[src/rtl/bus_cycle_sequencer.sv]
// Memory bus cycle sequencer: arbitrates fetch vs data access and walks each
// access through SETUP -> STROBE -> DONE with a programmable wait-state count.
module bus_cycle_sequencer #(
   parameter int WAIT_STATES = 1
) (
   input  logic        CLK,
   input  logic        RESET,
   input  logic        FETCH_REQ,
   output logic        FETCH_ACK,
   input  logic        DATA_REQ,
   input  logic        DATA_WR,
   input  logic [1:0]  DATA_SRC,
   output logic        DATA_ACK,
   input  logic        MEM_WAIT,
   input  logic [15:0] MEM_DATA_IN,
   output logic [15:0] RDATA,
   output logic [1:0]  ADDR_BUSX,
   output logic        MEM_RD,
   output logic        MEM_WR,
   output logic        BUSY
);

   typedef enum logic [1:0] {S_IDLE, S_SETUP, S_STROBE, S_DONE} state_t;

   localparam logic [2:0] WS = 3'(WAIT_STATES);

   state_t     r_state;
   logic [2:0] r_cnt;
   logic       r_last_data;
   logic       r_op_fetch;
   logic       r_op_wr;
   logic       w_grant_fetch;

   // Under contention the side not served last wins; r_last_data=1 means data went last.
   assign w_grant_fetch = FETCH_REQ && (!DATA_REQ || r_last_data);

   always_ff @(posedge CLK) begin
      if (RESET) begin
         r_state     <= S_IDLE;
         r_cnt       <= 3'd0;
         r_last_data <= 1'b1;
         r_op_fetch  <= 1'b0;
         r_op_wr     <= 1'b0;
         ADDR_BUSX   <= 2'd0;
         MEM_RD      <= 1'b0;
         MEM_WR      <= 1'b0;
         FETCH_ACK   <= 1'b0;
         DATA_ACK    <= 1'b0;
         BUSY        <= 1'b0;
         RDATA       <= 16'h0000;
      end else begin
         FETCH_ACK <= 1'b0;
         DATA_ACK  <= 1'b0;
         case (r_state)
            S_IDLE: begin
               if (FETCH_REQ || DATA_REQ) begin
                  r_op_fetch <= w_grant_fetch;
                  r_op_wr    <= !w_grant_fetch && DATA_WR;
                  ADDR_BUSX  <= w_grant_fetch ? 2'd0 : DATA_SRC;
                  BUSY       <= 1'b1;
                  r_state    <= S_SETUP;
               end
            end
            S_SETUP: begin
               r_cnt   <= WS;
               MEM_RD  <= !r_op_wr;
               MEM_WR  <= r_op_wr;
               r_state <= S_STROBE;
            end
            S_STROBE: begin
               if (r_cnt != 3'd0) begin
                  r_cnt <= r_cnt - 3'd1;
               end else if (!MEM_WAIT) begin
                  MEM_RD    <= 1'b0;
                  MEM_WR    <= 1'b0;
                  FETCH_ACK <= r_op_fetch;
                  DATA_ACK  <= !r_op_fetch;
                  if (!r_op_wr)
                     RDATA <= MEM_DATA_IN;
                  r_state <= S_DONE;
               end
            end
            S_DONE: begin
               r_last_data <= !r_op_fetch;
               ADDR_BUSX   <= 2'd0;
               BUSY        <= 1'b0;
               r_state     <= S_IDLE;
            end
            default: r_state <= S_IDLE;
         endcase
      end
   end

endmodule

[config.mk]
export PLATFORM = sky130hd
export DESIGN_NAME = bus_cycle_sequencer
export DESIGN_NICKNAME = d
export VERILOG_FILES = /design/src/rtl/bus_cycle_sequencer.sv
export SDC_FILE = /design/constraint.sdc
export NUM_CORES = 1
export LEC_CHECK = 0
export BUFFER_PORTS_ARGS = -buffer_cell sky130_fd_sc_hd__buf_4
export CORE_AREA = 2 2 58 60
export DETAILED_ROUTE_END_ITERATION = 6
export DIE_AREA = 0 0 60 62
export PLACE_DENSITY = 0.75
export SLEW_MARGIN = 25
export SYNTH_ARGS = -nofsm -noshare
export SYNTH_HDL_FRONTEND = slang
export SYNTH_SLANG_ARGS = --single-unit
[constraint.sdc]
create_clock -name CLK -period 2 [get_ports CLK]
set_input_delay 0.2 -clock CLK [delete_from_list [all_inputs] [get_ports CLK]]
set_output_delay 0.2 -clock CLK [all_outputs]
set_load 0.02 [all_outputs]
==> flow_summary.yaml, run 1 <==
run_status:
  outcome: "complete, no violations"
setup_path:
  crit_type: "reg2reg"
  endpoint: "r_state[0]"
  worstReg2RegEnd: "r_state[0]"
  r2r_start: "r_state[1]"
  worstPathRequired_ps: 2260
  crit_fanout: 6
  crit_path_end_kind: "flop"
  cp-start-kind: "flop"
  critPathLaunch: "r_state[1]"
  rrSetupSlack_ps: 280
  critical_path_arrival_ps: 1980
  reg2reg_depth: 5
sta:
  fin_skew_ps: 4.88
  finalCriticalPeriod_ps: 1720
  finalSetupViolCount: 0
  period_share_pct: 86.0
  slew_viol_final: 0
  hold_viol: 0
  rsz0062_at_grt: "no"
  tightest_slew_ps: 495
  relSlewSlack_pct: 67.0
  fmax_mhz: 582
  layout_setup_ws_ps: 281
  fin_setup_tns_ps: 0
layout:
  regArea_um2: 621
  drive_gt1_share_pct: 29.4
  multiInputGateArea_um2: 726
  antenna-diode-count: 0
  nets: 242
  finalInstanceArea_um2: 1860
  areaGrowthSynthToFinish_pct: 28.2
  fillCellCount: 310
global_routing:
  grtUsageTotal_pct: 18.5
  antenna_found_initial: 0
  grt_pass1_wl_mm: 5.11
  grt_pass1_vias: 1175
  grt_max_degree: 34
  grt-ovfl-total: 0
power:
  power_leakage_nw: 0.765
  p_int_mw: 1.15
  pwr-share-clk_pct: 19.1
  powerDensity_nw_per_um2: 967
  p_switching_uw: 649
  pwr-share-comb_pct: 37.9
  swShare_pct: 36.1
  vdd_drop_max_v: 0.000493
  pwr-share-seq_pct: 43.0
clock_network:
  clock_latency_ps: 320
  path_clk_slew_ps: 100
  cts_tree: "yes"
  numCtsBuffers: 5
  cts_resized: 0
  cts_setup_buffers: 0
  cts_max_level: 2
  cts-root-buf: "clkbuf_4"
  clock-sinks: 31
  cts_buffer_depth: 2
  hold_buffers: 0
die:
  core_um2: 3180
  initial_utilization_pct: 45.6
  fp-row-count: 21
  die_x_um: 60
  io-pin-count: 47
  die_area_um2: 3720
  die_height_um: 62
synth:
  synth_cells: 163
  synth_edf_count: 0
  syn_area_per_cell_um2: 8.90
  async_flop_share_pct: 0
  synth_common_cells: "dfxtp_1, a21oi_1, o21ai_0"
  ys_seq_area_share_pct: 42.8
  synth_top_area_share_pct: 42.8
  ys_warn_count: 0
  synth-seq-cells: 31
  synth_most_common_cell: "dfxtp_1"
  ys.flop_type: "dfxtp_1"
  netlist_area_um2: 1450
  synth.distinct_cells: 37
  synth_area_leaders: "dfxtp_1, a21oi_1, o21ai_0"
  syn_nets: 195
  yosys.area.top_type: "dfxtp_1"
placed_design:
  place_area_um2: 1810
  place.gp.congestion: 0.779
  dp_hpwl_mm: 2.37
  pre_cts_ws_ps: 306
  port_buffers: 46
drt:
  wl_per_cell_um: 12.9
  firstDrtPassIters: 4
  finalWirelength_mm: 3.32
  viasPerCell: 5.24
  vias: 1346
  drt-initial-drc-count: 97
  drtAntennaViolNets: 0
  drc_errors: 0
worst_hold_path:
  hold_path_class: "in2reg"
  min_from: "MEM_DATA_IN[9]"
job:
  max_cap_violations: 0
layout by cell type (no fill, tap or decap), types with 3 or more instances in the layout:
cell type / n
a211o_1: 3
a21oi_1: 24
ha_1: 8
inv_1: 5
nand3_1: 17
nand2b_1: 6
o21ai_0: 22
clkbuf_4: 5
nand2_1: 6
buf_4: 51
dfxtp_1: 31
nor2_1: 4
nand4b_1: 3
nor3_1: 3
final cells by class:
cell class	instances	share of cell area [%]
timing repair buffer	51	20.6
multi-input combinational	115	39.0
clock buffer	7	2.42
clock inverter	1	0.269
sequential	31	33.4
inverter	6	1.21
tap	46	3.10
critical path, cell delays in order, from the launching register on:
cell and delay, ps:
dfxtp_1 430, inv_1 110, ha_1 260, nor3b_2 200
a221oi_1 420, mux2i_1 240
routing by layer:
layer | track usage [%] | vias up | wire, um
met5 | 0 | - | 0
met3 | 4.97 | 4 | 195
met4 | 7.62 | 0 | 24
li1 | - | 671 | -
met1 | 21.6 | 631 | 1370
met2 | 32.3 | 40 | 1730
sequential cells by signal, summed over array words and instances (netlist names):
register     cells
FETCH_ACK        1
RDATA           16
r_op_fetch       1
DATA_ACK         1
ADDR_BUSX        2
MEM_RD           1
r_state          2
r_last_data      1
BUSY             1
r_cnt            3
MEM_WR           1
r_op_wr          1
power groups by stage:
stage | registers [mW] | clock network (mW) | logic [mW]
2_1_floorplan | 0.844 | 0 | 0.409
3_3_place_gp | 0.781 | 0 | 0.650
3_5_place_dp | 0.788 | 0 | 0.679
4_1_cts | 0.775 | 0.360 | 0.681
5_1_grt | 0.790 | 0.387 | 0.753
6_report | 0.773 | 0.344 | 0.681
metrics by stage:
stage	std cells	hold WS [ps]	power (mW)	util (%)
5_1_grt	257	116	1.93	58.5
4_1_cts	257	113	1.82	58.5
2_1_floorplan	163	343	1.25	-
6_report	257	134	1.80	58.5
3_5_place_dp	249	465	1.47	56.9
3_3_place_gp	249	459	1.43	56.9
worst min-delay path by stage:
stage	endpoint	cells past startpoint
after global routing	RDATA[3]	3
after CTS	RDATA[9]	3
after global placement	MEM_WR	2
after floorplan	RDATA[3]	2
after detailed placement	BUSY	2
final	RDATA[9]	3
cells by family (layout without fill, tap and decap cells):
group,after synthesis,count (layout),synth area share [%]
AO/OA/AOI/OAI,54,54,20.5
buffers and inverters,17,65,7.16
adder cells (fa/ha/maj),8,8,6.90
flip-flops,31,31,42.8
AND/OR/NAND/NOR,51,51,21.2
multiplexers,2,2,1.38
Note: power is estimated with default switching activity, not from simulation.
==> inputs of run 2 (changes only) <==
==> config.mk (replaced) <==
export PLATFORM = sky130hd
export DESIGN_NAME = bus_cycle_sequencer
export DESIGN_NICKNAME = d
export VERILOG_FILES = /design/src/rtl/bus_cycle_sequencer.sv
export SDC_FILE = /design/constraint.sdc
export NUM_CORES = 1
export LEC_CHECK = 0
export CORE_AREA = 2 2 55 57
export DETAILED_ROUTE_END_ITERATION = 6
export DIE_AREA = 0 0 57 59
export DONT_BUFFER_PORTS = 1
export PLACE_DENSITY = 0.68
export SLEW_MARGIN = 25
export SYNTH_ARGS = -nofsm -noshare
export SYNTH_HDL_FRONTEND = slang
export SYNTH_SLANG_ARGS = --single-unit
==> run 2 against run 1 <==
Register-to-register slack worse by 50 ps. Sequential power up 10%. Clock power up 49%. First-iteration DRC count down 25%. Hold slack worse by 120 ps. Fmax down 3.1%. Utilization down 0.59 points. Non-clock buffer count down 42. Wire length down 5.8%. Via count down 11%. Setup slack worse by 55 ps. Combinational power down 29%.
==> flow_summary.yaml, run 2 (synthesis results as in run 1) <==
run_status:
  outcome: "complete, no violations"
drt:
  drt-initial-drc-count: 73
  wl_per_cell_um: 15.6
  vias: 1199
  drtAntennaViolNets: 0
  finalWirelength_mm: 3.13
  viasPerCell: 6.00
  drc_errors: 0
  firstDrtPassIters: 4
layout:
  final_cell_mix: "dfxtp_1, a21oi_1, o21ai_0"
  largestRegisters: "RDATA x16, r_cnt x3"
  finalNonFillerCells: 200
  antenna-diode-count: 0
  largest_reg_flops: 16
  top_register: "RDATA"
  areaGrowthSynthToFinish_pct: 8.20
  drive_gt1_share_pct: 10.7
  nets: 200
  final_common_cell: "dfxtp_1"
sta:
  slew_viol_final: 0
  finalCriticalPeriod_ps: 1770
  finalSetupViolCount: 0
  period_share_pct: 88.7
  hold_viol: 0
  rsz0062_at_grt: "no"
  relSlewSlack_pct: 67.2
  layout_setup_ws_ps: 226
  fmax_mhz: 564
  fin_setup_tns_ps: 0
  tightest_slew_ps: 492
  fin_skew_ps: 4.93
global_routing:
  grt_max_degree: 30
  grt_pass1_wl_mm: 5.11
  grt-ovfl-total: 0
  grt_pass1_vias: 1162
  antenna_found_initial: 0
  grtUsageTotal_pct: 20.1
die:
  io-pin-count: 47
  fp-row-count: 19
  die_x_um: 57
  core_um2: 2710
  die_area_um2: 3360
  die_height_um: 59
  initial_utilization_pct: 53.5
placed_design:
  place.gp.congestion: 0.770
  dp_hpwl_mm: 2.20
  port_buffers: 0
  dp_cells: 187
  pre_cts_ws_ps: 238
clock_network:
  cts_resized: 0
  cts_max_level: 2
  numCtsBuffers: 5
  cts_buffer_depth: 2
  path_clk_slew_ps: 100
  clock_latency_ps: 330
  clock-sinks: 31
  cts-root-buf: "clkbuf_4"
  cts_tree: "yes"
setup_path:
  crit_type: "reg2reg"
  reg2reg_depth: 6
  crit_path_end_kind: "flop"
  cp-start-kind: "flop"
  worstPathRequired_ps: 2200
  crit_fanout: 15
  critical_path_arrival_ps: 1980
power:
  pwr-share-seq_pct: 46.2
  p_int_mw: 1.21
  powerDensity_nw_per_um2: 1180
  p_switching_uw: 636
  swShare_pct: 34.4
  vdd_drop_max_v: 0.000661
  power_leakage_nw: 0.566
  pwr-share-clk_pct: 27.7
  pwr-share-comb_pct: 26.1
job:
  max_cap_violations: 0
worst_hold_path:
  hold_path_class: "in2reg"
  hold_path_depth: 2
run 2: cell types whose count changed in the layout (fill, tap and decap cells not counted):
| cell | previous run | this run |
|---|---|---|
| buf_4 | 51 | 4 |
| dlygate4sd3_1 | 0 | 4 |
| clkbuf_1 | 2 | 0 |
| buf_2 | 0 | 1 |
| bufinv_16 | 0 | 1 |
| clkbuf_8 | 0 | 1 |
run 2: path summary, 6_finish.rpt:
kind	startpoint	end	slack, ps
worst min register to register	r_cnt[1]	r_cnt[1]	480
worst max-delay path	r_state[0]	RDATA[14]	230
worst max register to register	r_state[0]	RDATA[14]	230
worst min-delay path	MEM_DATA_IN[8]	RDATA[8]	10
run 2: area by class of cell:
type / instances / area (um2)
Inverter: 6 / 22.5
Clock inverter: 2 / 35.0
Sequential cell: 31 / 621
Timing Repair Buffer: 9 / 75.1
Clock buffer: 6 / 51.3
Fill cell: 258 / 1140
Tap cell: 31 / 38.8
Multi-Input combinational cell: 115 / 726
run 2: worst max-delay path, stage by stage (launching register included):
cell and delay, ps:
dfxtp_1 350, inv_1 130, ha_1 310, nand4bb_1 310, buf_4 290, o21ai_0 180, a21oi_1 90
run 2: repair_timing:
| action | 4_1_cts | 5_1_grt |
|---|---|---|
| hold endpoints to repair | 29 | 1 |
| setup buffers | 0 | 0 |
| hold buffers | 4 | 1 |
run 2: power groups by stage:
stage               Sequential [mW]  Combinational [mW]  Clock (mW)
floorplan                     0.844               0.409           0
global placement              0.864               0.444           0
detailed placement            0.870               0.465           0
CTS                           0.856               0.485       0.527
global route                  0.867               0.552       0.556
finish                        0.854               0.483       0.513
run 2: metrics by stage:
step	cell area (um2)	hold WS (ps)	util (%)	total power [mW]
3_5_place_dp	1440	274	53.0	1.33
4_1_cts	1560	2.29	57.7	1.87
5_1_grt	1570	7.64	57.9	1.98
6_report	1570	14.7	57.9	1.85
2_1_floorplan	1450	343	-	1.25
3_3_place_gp	1440	273	53.0	1.31
run 2: routing by layer:
metal  routed length [um]  share of wire, %  GRT usage [%]  vias up
met1                 1190                38           19.3      560
met4                   50               1.6           7.97        0
met2                 1590                51           37.9       42
met3                  294               9.4           8.30        6
li1                     -                 -              -      591
met5                    0                 0              0        -
==> inputs of run 3 (changes only) <==
--- a/config.mk
+++ b/config.mk
@@ -5,9 +5,9 @@
 export SDC_FILE = /design/constraint.sdc
 export NUM_CORES = 1
 export LEC_CHECK = 0
-export CORE_AREA = 2 2 55 57
+export CORE_AREA = 2 2 50 62
 export DETAILED_ROUTE_END_ITERATION = 6
-export DIE_AREA = 0 0 57 59
+export DIE_AREA = 0 0 52 64
 export DONT_BUFFER_PORTS = 1
 export PLACE_DENSITY = 0.68
 export SLEW_MARGIN = 25
==> run 3 against run 2 <==
Fmax up 2.8%. Sequential share of layout area is 1.4 points higher. Clock skew up 2.3 ps. Die area fell by 1.0%. Largest cell class unchanged. Largest power group unchanged. Cell area fell by 3.4%. Via count down 4.2%. Clock-buffer cell count stayed put. Global-route usage shrank 0.99 points. First-iteration DRC count fell by 52%. Register-to-register slack better by 50 ps.
==> flow_summary.yaml, run 3 (synthesis results as in run 1) <==
layout:
  antenna-diode-count: 0
  finalInstanceArea_um2: 1520
  top_register: "RDATA"
  nets: 197
  final_common_cell: "dfxtp_1"
  largest_reg_flops: 16
  drive_gt1_share_pct: 10.3
  largestRegisters: "RDATA x16, r_cnt x3"
  final_util_pct: 56.0
  final_cell_mix: "dfxtp_1, a21oi_1, o21ai_0"
  areaGrowthSynthToFinish_pct: 4.49
sta:
  fin_setup_tns_ps: 0
  period_share_pct: 86.3
  finalCriticalPeriod_ps: 1730
  rsz0062_at_grt: "no"
  tightest_slew_ps: 1040
  relSlewSlack_pct: 30.7
  hold_viol: 0
  finalSetupViolCount: 0
  fin_skew_ps: 7.24
  fmax_mhz: 579
  slew_viol_final: 0
run_status:
  outcome: "complete, no violations"
clock_network:
  cts_tree: "yes"
  cts-root-buf: "clkbuf_4"
  numCtsBuffers: 5
  cts_setup_buffers: 0
  clock-sinks: 31
  clock_latency_ps: 320
  cts_resized: 0
  cts_max_level: 2
  cts_buffer_depth: 2
  path_clk_slew_ps: 90
power:
  pwr-share-seq_pct: 50.3
  pwr-share-clk_pct: 21.3
  power.total_mw: 1.69
  p_int_mw: 1.08
  powerDensity_nw_per_um2: 1120
  p_switching_uw: 611
  pwr-share-comb_pct: 28.4
  vdd_drop_max_v: 0.000681
  swShare_pct: 36.1
  power_leakage_nw: 0.540
setup_path:
  worstPathRequired_ps: 2240
  slowest_delay_ps: 350
  crit_type: "reg2reg"
  slowest_stage: "dfxtp_1"
  crit_path_end_kind: "flop"
  cp-start-kind: "flop"
  crit_chain: "inv_1 -> ha_1 -> nand4bb_1 -> buf_4 -> a211o_1 -> a21oi_1"
  critical_path_arrival_ps: 1960
  crit_fanout: 9
  r2r_start: "r_state[0]"
  critPathLaunch: "r_state[0]"
global_routing:
  antenna_found_initial: 0
  grt_pass1_vias: 1139
  grt_max_degree: 30
  grt_pass1_wl_mm: 4.84
  grtUsageTotal_pct: 19.1
  grt-ovfl-total: 0
die:
  die_height_um: 64
  die_area_um2: 3330
  initial_utilization_pct: 53.6
  io-pin-count: 47
  die_x_um: 52
  core_um2: 2710
  fp-row-count: 21
placed_design:
  place_area_um2: 1450
  dp_hpwl_mm: 2.15
  place.gp.congestion: 0.827
  port_buffers: 0
drt:
  drtAntennaViolNets: 0
  finalWirelength_mm: 2.93
  viasPerCell: 5.77
  vias: 1149
  drt-initial-drc-count: 35
  firstDrtPassIters: 4
  wl_per_cell_um: 14.7
  drc_errors: 0
job:
  max_cap_violations: 0
worst_hold_path:
  min_from: "MEM_DATA_IN[3]"
  hold_path_class: "in2reg"
run 3: cell count changes in the layout (fill, tap and decap cells not counted):
| cell | previous run | this run |
|---|---|---|
| dlygate4sd3_1 | 4 | 1 |
| bufinv_16 | 1 | 0 |
| buf_4 | 4 | 5 |
| buf_2 | 1 | 0 |
run 3: layout make-up:
type                    instances  area [um2]
clock buffers                   6        51.3
clock inverters                 1        5.00
fillers                       247        1190
inverters                       6        22.5
multi-input cells             115         726
flip-flops and latches         31         621
well taps                      34        42.5
repair buffers                  6        47.5
run 3: power by group through the flow:
stage	Sequential [mW]	Clock [mW]	Combinational [mW]
final	0.851	0.360	0.481
after global routing	0.863	0.407	0.542
after CTS	0.852	0.378	0.483
after detailed placement	0.867	0	0.471
after global placement	0.860	0	0.450
after floorplan	0.844	0	0.409
run 3: routing by layer:
| layer | track usage, % | vias up | wire length [um] |
|---|---|---|---|
| met3 | 6.54 | 2 | 220 |
| met5 | 0 | - | 0 |
| met2 | 34.8 | 43 | 1500 |
| met1 | 18.9 | 525 | 1190 |
| li1 | - | 579 | - |
| met4 | 7.89 | 0 | 21 |
run 3: path summary, 6_finish.rpt:
path	to	slack, ps	cells past startpoint
min	RDATA[3]	20	2
min reg2reg	r_cnt[1]	480	2
max reg2reg	MEM_RD	270	6
max	MEM_RD	270	6
run 3: what timing repair did:
item,CTS,global route
endpoints found under the hold margin,29,0
endpoints found under the setup margin,0,0
hold buffers,1,0
run 3: critical path: cells and delay by family, from the launching register on:
kind	cells	cell delay [ps]
AND/OR/NAND/NOR	1	250
flip-flops	1	350
AO/OA/AOI/OAI	2	380
adder cells (fa/ha/maj)	1	300
buffers and inverters	2	360
run 3: metrics by stage:
stage | hold WS, ps | std cells | setup WS, ps
3_3_place_gp | 274 | 191 | 401
4_1_cts | 5.24 | 199 | 268
3_5_place_dp | 275 | 191 | 304
6_report | 24.9 | 199 | 274
2_1_floorplan | 343 | 163 | 516
5_1_grt | 5.60 | 199 | 103
